## src/rtl/pulse_meas.sv

```systemverilog
// Pulse width / period meter fed by pin_capt edge strobes. Measures each high pulse
// and the preceding rise-to-rise interval in 1/8-cycle units and queues the results.
module pulse_meas #(
  parameter int FIFO_DEPTH = 4,
  parameter int MIN_WIDTH  = 2,
  parameter int CNT_W      = 13
) (
  input  logic        clk300,
  input  logic        rst,
  input  logic        str,
  input  logic        pin_out,
  input  logic [2:0]  ptime,
  output logic        out_valid,
  input  logic        out_ready,
  output logic [15:0] out_width,
  output logic [15:0] out_period,
  output logic        ovf,
  output logic [7:0]  drop_cnt
);

  localparam int PTR_W = (FIFO_DEPTH > 1) ? $clog2(FIFO_DEPTH) : 1;
  localparam int AW    = (CNT_W + 5 > 17) ? CNT_W + 5 : 17;

  localparam logic [CNT_W-1:0]        CNT_MAX  = '1;
  localparam logic [CNT_W-1:0]        CNT_NEAR = CNT_MAX - CNT_W'(1);
  localparam logic signed [AW-1:0]    W_MAX    = AW'(65535);
  localparam logic [15:0]             MIN_W16  = 16'(MIN_WIDTH);
  localparam logic [PTR_W:0]          DEPTH_C  = FIFO_DEPTH[PTR_W:0];

  typedef struct packed {
    logic [15:0] width;
    logic [15:0] period;
  } rec_t;

  typedef enum logic [1:0] {IDLE, HIGH, LOW} state_t;

  // Counters hold (cycles elapsed - 1), so the elapsed count at an edge is cnt+1.
  // That makes the counter saturated when it reaches CNT_NEAR.
  function automatic logic [15:0] meas(input logic [CNT_W-1:0] cnt,
                                       input logic [2:0] t_end,
                                       input logic [2:0] t_start);
    logic [AW-1:0]        el;
    logic signed [AW-1:0] raw;
    el  = AW'(cnt) + AW'(1);
    raw = $signed((el << 3) + AW'(t_end) - AW'(t_start));
    if (cnt >= CNT_NEAR || raw > W_MAX) meas = 16'hFFFF;
    else                                meas = raw[15:0];
  endfunction

  state_t           state_q, state_d;
  logic [CNT_W-1:0] hi_cnt, per_cnt;
  logic [2:0]       t_rise;
  logic             first;
  logic [15:0]      per_lat;
  logic             rise_idle, rise_low, fall_high, dup;
  logic [15:0]      width_c, period_c;
  logic             runt;
  logic             rec_vld;
  rec_t             rec_q;

  rec_t             mem [FIFO_DEPTH];
  logic [PTR_W-1:0] wr_ptr, rd_ptr;
  logic [PTR_W:0]   count;
  logic             full, push, pop;

  always_comb begin
    state_d   = state_q;
    rise_idle = 1'b0;
    rise_low  = 1'b0;
    fall_high = 1'b0;
    dup       = 1'b0;
    if (str) begin
      case (state_q)
        IDLE: if (pin_out)  begin state_d = HIGH; rise_idle = 1'b1; end else dup = 1'b1;
        HIGH: if (!pin_out) begin state_d = LOW;  fall_high = 1'b1; end else dup = 1'b1;
        LOW:  if (pin_out)  begin state_d = HIGH; rise_low  = 1'b1; end else dup = 1'b1;
        default: state_d = IDLE;
      endcase
    end
  end

  assign width_c  = meas(hi_cnt, ptime, t_rise);
  assign period_c = meas(per_cnt, ptime, t_rise);
  assign runt     = fall_high && (width_c < MIN_W16);

  assign full      = (count == DEPTH_C);
  assign out_valid = (count != '0);
  assign pop       = out_valid && out_ready;
  assign push      = rec_vld && (!full || pop);

  always_ff @(posedge clk300) begin
    if (rst) begin
      state_q  <= IDLE;
      hi_cnt   <= '0;
      per_cnt  <= '0;
      t_rise   <= '0;
      first    <= 1'b0;
      per_lat  <= '0;
      rec_vld  <= 1'b0;
      rec_q    <= '0;
      drop_cnt <= '0;
      ovf      <= 1'b0;
      wr_ptr   <= '0;
      rd_ptr   <= '0;
      count    <= '0;
    end else begin
      state_q <= state_d;
      if (rise_idle || rise_low) begin
        t_rise  <= ptime;
        hi_cnt  <= '0;
        per_cnt <= '0;
        first   <= rise_idle;
        per_lat <= rise_idle ? 16'd0 : period_c;
      end else begin
        if (state_q == HIGH && hi_cnt != CNT_MAX)  hi_cnt  <= hi_cnt + CNT_W'(1);
        if (state_q != IDLE && per_cnt != CNT_MAX) per_cnt <= per_cnt + CNT_W'(1);
      end

      rec_vld      <= fall_high && !runt;
      rec_q.width  <= width_c;
      rec_q.period <= first ? 16'd0 : per_lat;

      if ((dup || runt) && drop_cnt != 8'hFF) drop_cnt <= drop_cnt + 8'd1;
      // A full FIFO only loses the record when nothing leaves in the same cycle.
      if (rec_vld && full && !pop) ovf <= 1'b1;

      if (push) wr_ptr <= wr_ptr + PTR_W'(1);
      if (pop)  rd_ptr <= rd_ptr + PTR_W'(1);
      if (push && !pop)      count <= count + (PTR_W+1)'(1);
      else if (!push && pop) count <= count - (PTR_W+1)'(1);
    end
  end

  always_ff @(posedge clk300) begin
    if (push) mem[wr_ptr] <= rec_q;
  end

  assign out_width  = out_valid ? mem[rd_ptr].width  : 16'd0;
  assign out_period = out_valid ? mem[rd_ptr].period : 16'd0;

endmodule

```

## config.mk

```make
export PLATFORM = sky130hd
export DESIGN_NAME = pulse_meas
export DESIGN_NICKNAME = d
export VERILOG_FILES = /design/src/rtl/pulse_meas.sv
export SDC_FILE = /design/constraint.sdc
export NUM_CORES = 1
export LEC_CHECK = 0
export BUFFER_PORTS_ARGS = -buffer_cell sky130_fd_sc_hd__buf_2
export CAP_MARGIN = 20
export CORE_UTILIZATION = 25
export CTS_CLUSTER_SIZE = 14
export DETAILED_ROUTE_END_ITERATION = 7
export MAX_ROUTING_LAYER = met4
export PLACE_DENSITY_LB_ADDON = 0.15
export SETUP_SLACK_MARGIN = 0.3
export SLEW_MARGIN = 15
export SYNTH_ARGS = -nofsm -noshare
export SYNTH_HDL_FRONTEND = slang
export SYNTH_SLANG_ARGS = --single-unit
export TNS_END_PERCENT = 50
```

## constraint.sdc

```tcl
create_clock -name clk300 -period 2.9 [get_ports clk300]
set_input_delay 0.145 -clock clk300 [delete_from_list [all_inputs] [get_ports clk300]]
set_output_delay 0.145 -clock clk300 [all_outputs]
set_load 0.03 [all_outputs]
```

==> flow_summary.ini, run 1 <==
[route]
wl_per_cell_um = 15.2
drtIter0Drc = 216
remaining_drc_errors = 0
vias = 6506
ant_nets = 0
wirelength_mm = 23.0
viasPerCell = 4.29
firstDrtPassIters = 4

[sta]
rsz0062_at_grt = true
fmax_ghz = 0.344
fin_ws_ns = -0.0106
finalMaxSlewViolations = 0
fin_hold_ws_ns = 0.0396
hold_viol_final = 0
finalSetupViolCount = 3
period_share = 1.00
post-route-min-period_ns = 2.91
setup_tns_ns = -0.0244
fin_skew_ns = 0.00965
slew_headroom = 0.460
worst_pin_slew_ns = 0.807

[cells_and_area]
finalNetCount = 996
layout-drive-gt1-share = 0.321
fin_util = 0.326
area_growth_pct = 27.4
fillers = 4006
instances_no_fill = 1518

[global_route]
overflow = 0
antenna_found_initial = 1
grt_pass1_wl_mm = 36.7
grt_max_degree = 35
grt_pass1_vias = 6536
grt_use_total = 0.114

[clock_tree]
clock-root-buffer = clkbuf_16
cts_num_sinks = 227
clk_pin_slew_ns = 0.06
cts_tree = built
clock_path_buffers = 3
cts_buffers = 27
insertion_delay_ns = 0.53
h-tree-depth = 1

[yosys]
async_flop_share = 0
yosysWarnings = 0
ys_ff_latch = 227
netlist.area_leader.share = 0.374
yosys.area.top_type = edfxtp_1
synth_area_sq_um = 10300
yosysMostFrequentCell = edfxtp_1
ys_seq_area_frac = 0.568
synth_cell_types = 81
synth_edf_count = 128
synth_commonest_cells = 128 x edfxtp_1, 99 x dfxtp_1, 60 x and2_1, 60 x nor2_1, 51 x nand2_1
avgSynthCellArea_sq_um = 12.5
ys.flop_type = edfxtp_1
synthTopCellsByArea = edfxtp_1 37%, dfxtp_1 19%, mux4_2 7.0%
synth_nets = 847
syn_inst = 822

[critical_path]
end_kind = flop
timing.rr.end = drop_cnt[5]$_SDFFE_PP0P_
worstReg2RegStart = t_rise[0]$_SDFFE_PP0P_
rrSetupSlack_ns = -0.01
max_stage_delay_ns = 0.33
crit_type = reg -> reg
cp_slowest_cell = dfxtp_2
worst-r2r-cell-count = 11
worst-path-max-fanout = 7
path_cells = ha_4 > fa_2 > nand2b_4 > and3_4 > a32oi_2 > mux2i_1 > and2_1 > and4b_4 > nand4_4 > a21oi_2 > mux2_4
start_kind = flop
worstPathRequired_ns = 3.32
crit_arrival_ns = 3.33

[die]
dieHeight_um = 205
die-area_sq_um = 41900
ios = 50
start_util = 0.256
std_cell_rows = 73
core_sq_um = 40100
die_w_um = 205

[power]
cellLeakagePower_uw = 0.00482
ir_drop_v = 0.000286
total_power_uw = 9110
power_density_nw_per_um2 = 696

[placement]
gp_congestion = 0.735
io_buffers = 49
dp_cells = 1441
dp_hpwl_mm = 15.8

[worst_hold_path]
min_path_type = in -> reg
whs_path_depth = 4
min_from = out_ready

[outcome]
violations = setup timing
outcome = finished with violations

[flow_run]
drv_cap = 0
[power breakdown]
| part | internal (uW) | switching (uW) | leakage [uW] | total [uW] |
|---|---|---|---|---|
| Sequential | 3440 | 75.1 | 0.00204 | 3510 |
| Clock | 2070 | 1290 | 0.000439 | 3360 |
| Combinational | 807 | 1430 | 0.00234 | 2240 |
| Total | 6310 | 2790 | 0.00482 | 9110 |
[how the worst max path moves through the flow]
stage | startpoint | end | slack (ns) | depth (start not counted)
floorplan | t_rise[0]$_SDFFE_PP0P_ | drop_cnt[2]$_SDFFE_PP0P_ | 0.11 | 12
global placement | hi_cnt[0]$_SDFFE_PP0P_ | drop_cnt[2]$_SDFFE_PP0P_ | -0.0008 | 10
detailed placement | hi_cnt[0]$_SDFFE_PP0P_ | drop_cnt[3]$_SDFFE_PP0P_ | -0.08 | 10
CTS | t_rise[0]$_SDFFE_PP0P_ | drop_cnt[6]$_SDFFE_PP0P_ | 0.03 | 11
global route | t_rise[0]$_SDFFE_PP0P_ | drop_cnt[5]$_SDFFE_PP0P_ | -0.13 | 11
finish | t_rise[0]$_SDFFE_PP0P_ | drop_cnt[5]$_SDFFE_PP0P_ | -0.01 | 11
[cell type report]
cell class                      instances  area (sq um)  area share
Clock buffer                           38           747      0.0571
Inverter                               22          82.6     0.00631
Tap cell                              525           657      0.0502
Clock inverter                         12           151      0.0116
Multi-Input combinational cell        521          4330       0.331
Timing Repair Buffer                  172          1270      0.0971
Antenna cell                            1          2.50    0.000191
Sequential cell                       227          5840       0.447
[sequential cells by signal, indices dropped and copies added, names as in the netlist, named ones only]
register  flops
state_q       2
wr_ptr        2
ovf           1
first         1
rec_vld       1
drop_cnt      8
t_rise        3
per_cnt      13
per_lat      16
hi_cnt       13
mem         128
rec_q        32
rd_ptr        2
count         3
[stage by stage]
step / instance area (sq um) / worst slack [ns]
CTS: 12800 / 0.0312
global placement: 11700 / -0.000752
finish: 13100 / -0.0106
floorplan: 10300 / 0.112
global route: 13100 / -0.129
detailed placement: 11700 / -0.0847
[critical path, delay by kind of cell (launching register included)]
family,cells,cell delay [ns]
multiplexers,2,0.58
AO/OA/AOI/OAI,2,0.38
AND/OR/NAND/NOR,5,1.01
flip-flops,1,0.33
adder cells (fa/ha/maj),2,0.49
[routing by layer]
layer	share of wire	track usage	up-vias	routed length [um]
met1	0.48	0.149	3137	11000
met5	0	-	-	0
met3	0.036	0.0181	23	839
met2	0.47	0.182	86	10800
li1	-	-	3260	-
met4	0.014	0.0280	0	329
[kinds of logic after synthesis]
kind of cell / synth area share
AND/OR/NAND/NOR: 0.150
multiplexers: 0.0851
AO/OA/AOI/OAI: 0.0753
XOR/XNOR: 0.0606
adder cells (fa/ha/maj): 0.0222
flip-flops: 0.568
buffers and inverters: 0.0389
[cells in the final DEF (no fill, tap or decap), types with 8 or more instances in the layout]
cell | netlist | routed
ha_1 | 15 | 11
xor2_1 | 36 | 35
nand4_1 | 12 | 12
o21ai_0 | 11 | 10
nand3_1 | 26 | 25
xnor2_1 | 35 | 34
clkbuf_1 | 27 | 8
nor2_1 | 60 | 58
a21oi_1 | 33 | 29
buf_4 | 4 | 103
nand2_1 | 51 | 40
dfxtp_1 | 99 | 92
dlygate4sd3_1 | 0 | 11
and2_1 | 60 | 60
clkbuf_16 | 0 | 28
mux4_2 | 32 | 32
a22o_1 | 15 | 15
edfxtp_1 | 128 | 128
nand2b_1 | 13 | 10
buf_2 | 4 | 49
inv_1 | 22 | 20
[what timing repair did]
action / CTS / global route
buffers inserted: 4 / 10
hold buffers: 11 / 0
resized for setup: 13 / 45
hold endpoints to repair: 6 / 0
setup endpoints to repair: 28 / 40
pin swaps: 6 / 23
gates cloned: 0 / 1
No activity file was read; power rests on OpenSTA's default activity.
==> run 2: changes to the inputs <==
Settings changed: CORE_UTILIZATION 25 to 55.
==> flow_summary.ini, run 2 (synthesized netlist as in run 1, its figures left out) <==
[outcome]
outcome = finished with violations
violations = DRC, setup timing

[cells_and_area]
instances_no_fill = 1181
layout_commonest_cell = edfxtp_1
top_register = mem
final_cell_mix = 128 x edfxtp_1, 88 x dfxtp_1, 75 x buf_4
layout-drive-gt1-share = 0.313
seq_area_sq_um = 5840
fillers = 1293
reg_top3 = mem: 128 flops, rec_q: 32 flops, per_lat: 16 flops
area_growth_pct = 20.2
multi_input_area_sq_um = 4370
largest_register_ffs = 128
finalNetCount = 958

[global_route]
overflow = 0
grt_use_met2 = 0.367
antenna_found_initial = 1
grtUsageMet1 = 0.281
grt_pass1_vias = 6496
grt_pass1_wl_mm = 32.7
grt-busiest-layer = met2
grt_max_degree = 52
grt_use_total = 0.219
global_route.usage.met3 = 0.0345

[route]
wl_per_cell_um = 17.1
remaining_drc_errors = 9
drtIter0Drc = 276
firstDrtPassIters = 8
viasPerCell = 5.50
wirelength_mm = 20.2
vias = 6490
ant_nets = 0

[placement]
io_buffers = 49
dp_hpwl_mm = 13.2
dp_cells = 1110
gp_congestion = 0.859

[die]
dieHeight_um = 139
die-area_sq_um = 19200
core_sq_um = 18100
ios = 50
die_w_um = 139
start_util = 0.566
std_cell_rows = 49

[clock_tree]
clk_pin_slew_ns = 0.06
clock-root-buffer = clkbuf_16
insertion_delay_ns = 0.52
h-tree-depth = 1
cts_buffers = 24
clock_path_buffers = 3
cts_tree = built
cts_num_sinks = 227

[critical_path]
rrSetupSlack_ns = -0.03
worst-r2r-cell-count = 11
timing.rr.end = drop_cnt[3]$_SDFFE_PP0P_
crit_arrival_ns = 3.33
crit_type = reg -> reg
cp_top_family = simple AND/OR/NAND/NOR gates
worst-path-max-fanout = 7
worstPathRequired_ns = 3.30
cp_slowest_cell = dfxtp_2
end_kind = flop
path_cells = ha_4 > fa_2 > nand2b_4 > and3_4 > a32oi_2 > mux2i_1 > and2_1 > and4b_4 > nand4_4 > a21boi_2 > mux2_4
worstReg2RegStart = t_rise[0]$_SDFFE_PP0P_
max_stage_delay_ns = 0.33
start_kind = flop
critPathBufInv = 0

[power]
combPwrFrac = 0.256
p_sw_uw = 2710
clkPwrFrac = 0.342
swShare = 0.312
intPower_uw = 5970
power_frac_seq = 0.402
ir_drop_v = 0.000537
cellLeakagePower_uw = 0.00458
power_density_nw_per_um2 = 704

[worst_hold_path]
min_from = out_ready
min_to = ovf$_SDFFE_PP0P_
whs_path_depth = 4
min_path_type = in -> reg

[sta]
post-route-min-period_ns = 2.93
finalMaxSlewViolations = 0
fmax_ghz = 0.341
rsz0062_at_grt = true
slew_headroom = 0.323
fin_hold_ws_ns = 0.0180
finalSetupViolCount = 7
period_share = 1.01
setup_tns_ns = -0.107
hold_viol_final = 0
fin_skew_ns = 0.0158
fin_ws_ns = -0.0310
worst_pin_slew_ns = 1.02

[flow_run]
drv_cap = 0
run 2: cell types whose count changed in the layout (fill, tap and decap cells not counted), sizes merged:
| cell | change |
|---|---|
| clkbuf | -9 |
| inv | -1 |
| dlygate4sd3 | -4 |
| clkinv | +4 |
| buf | -31 |
| clkinvlp | +1 |
| bufinv | -1 |
run 2: power by group through the flow:
stage          logic, uW  clock network [uW]  registers (uW)
2_1_floorplan       1620                   0            3550
3_3_place_gp        2170                   0            3550
3_5_place_dp        2210                   0            3560
4_1_cts             2230                3040            3490
5_1_grt             2380                3170            3500
6_report            2220                2970            3490
run 2: worst max-delay path by stage:
stage,slack (ns),to,depth (start not counted),from
2_1_floorplan,0.11,drop_cnt[2]$_SDFFE_PP0P_,12,t_rise[0]$_SDFFE_PP0P_
3_3_place_gp,0.01,drop_cnt[2]$_SDFFE_PP0P_,10,hi_cnt[0]$_SDFFE_PP0P_
3_5_place_dp,-0.09,drop_cnt[3]$_SDFFE_PP0P_,10,hi_cnt[0]$_SDFFE_PP0P_
4_1_cts,-0.008,drop_cnt[3]$_SDFFE_PP0P_,11,t_rise[0]$_SDFFE_PP0P_
5_1_grt,-0.10,drop_cnt[6]$_SDFFE_PP0P_,11,t_rise[0]$_SDFFE_PP0P_
6_report,-0.03,drop_cnt[3]$_SDFFE_PP0P_,11,t_rise[0]$_SDFFE_PP0P_
run 2: metrics by stage:
| step | util | total power (uW) | area, sq um | setup slack (ns) |
|---|---|---|---|---|
| floorplan | - | 5160 | 10300 | 0.112 |
| global placement | 0.609 | 5730 | 11000 | 0.0117 |
| detailed placement | 0.609 | 5770 | 11000 | -0.0859 |
| CTS | 0.666 | 8760 | 12100 | -0.00831 |
| global route | 0.680 | 9050 | 12300 | -0.104 |
| finish | 0.680 | 8690 | 12300 | -0.0310 |
run 2: area by class of cell:
cell class / instances / area share
Inverter: 22 / 0.00669
Sequential cell: 227 / 0.473
Tap cell: 229 / 0.0232
Clock inverter: 15 / 0.0116
Clock buffer: 29 / 0.0518
Antenna cell: 1 / 0.000203
Multi-Input combinational cell: 521 / 0.354
Timing Repair Buffer: 137 / 0.0795
run 2: tightest hold or removal path: stages:
cell and delay, ns:
buf_2 0.11, nor4b_1 0.06, a21oi_1 0.13, nor2_1 0.04
run 2: metal layers:
metal / vias up / routed length (um)
met5: - / 0
met4: 0 / 303
met3: 25 / 831
met2: 119 / 9960
met1: 3164 / 9080
li1: 3182 / -
run 2: timing repair:
item,CTS,global route
resized for setup,19,52
setup endpoints to repair,38,25
hold buffers,7,0
cloned,0,1
hold endpoints to repair,5,0
buffers inserted,12,6
pin swaps,9,32
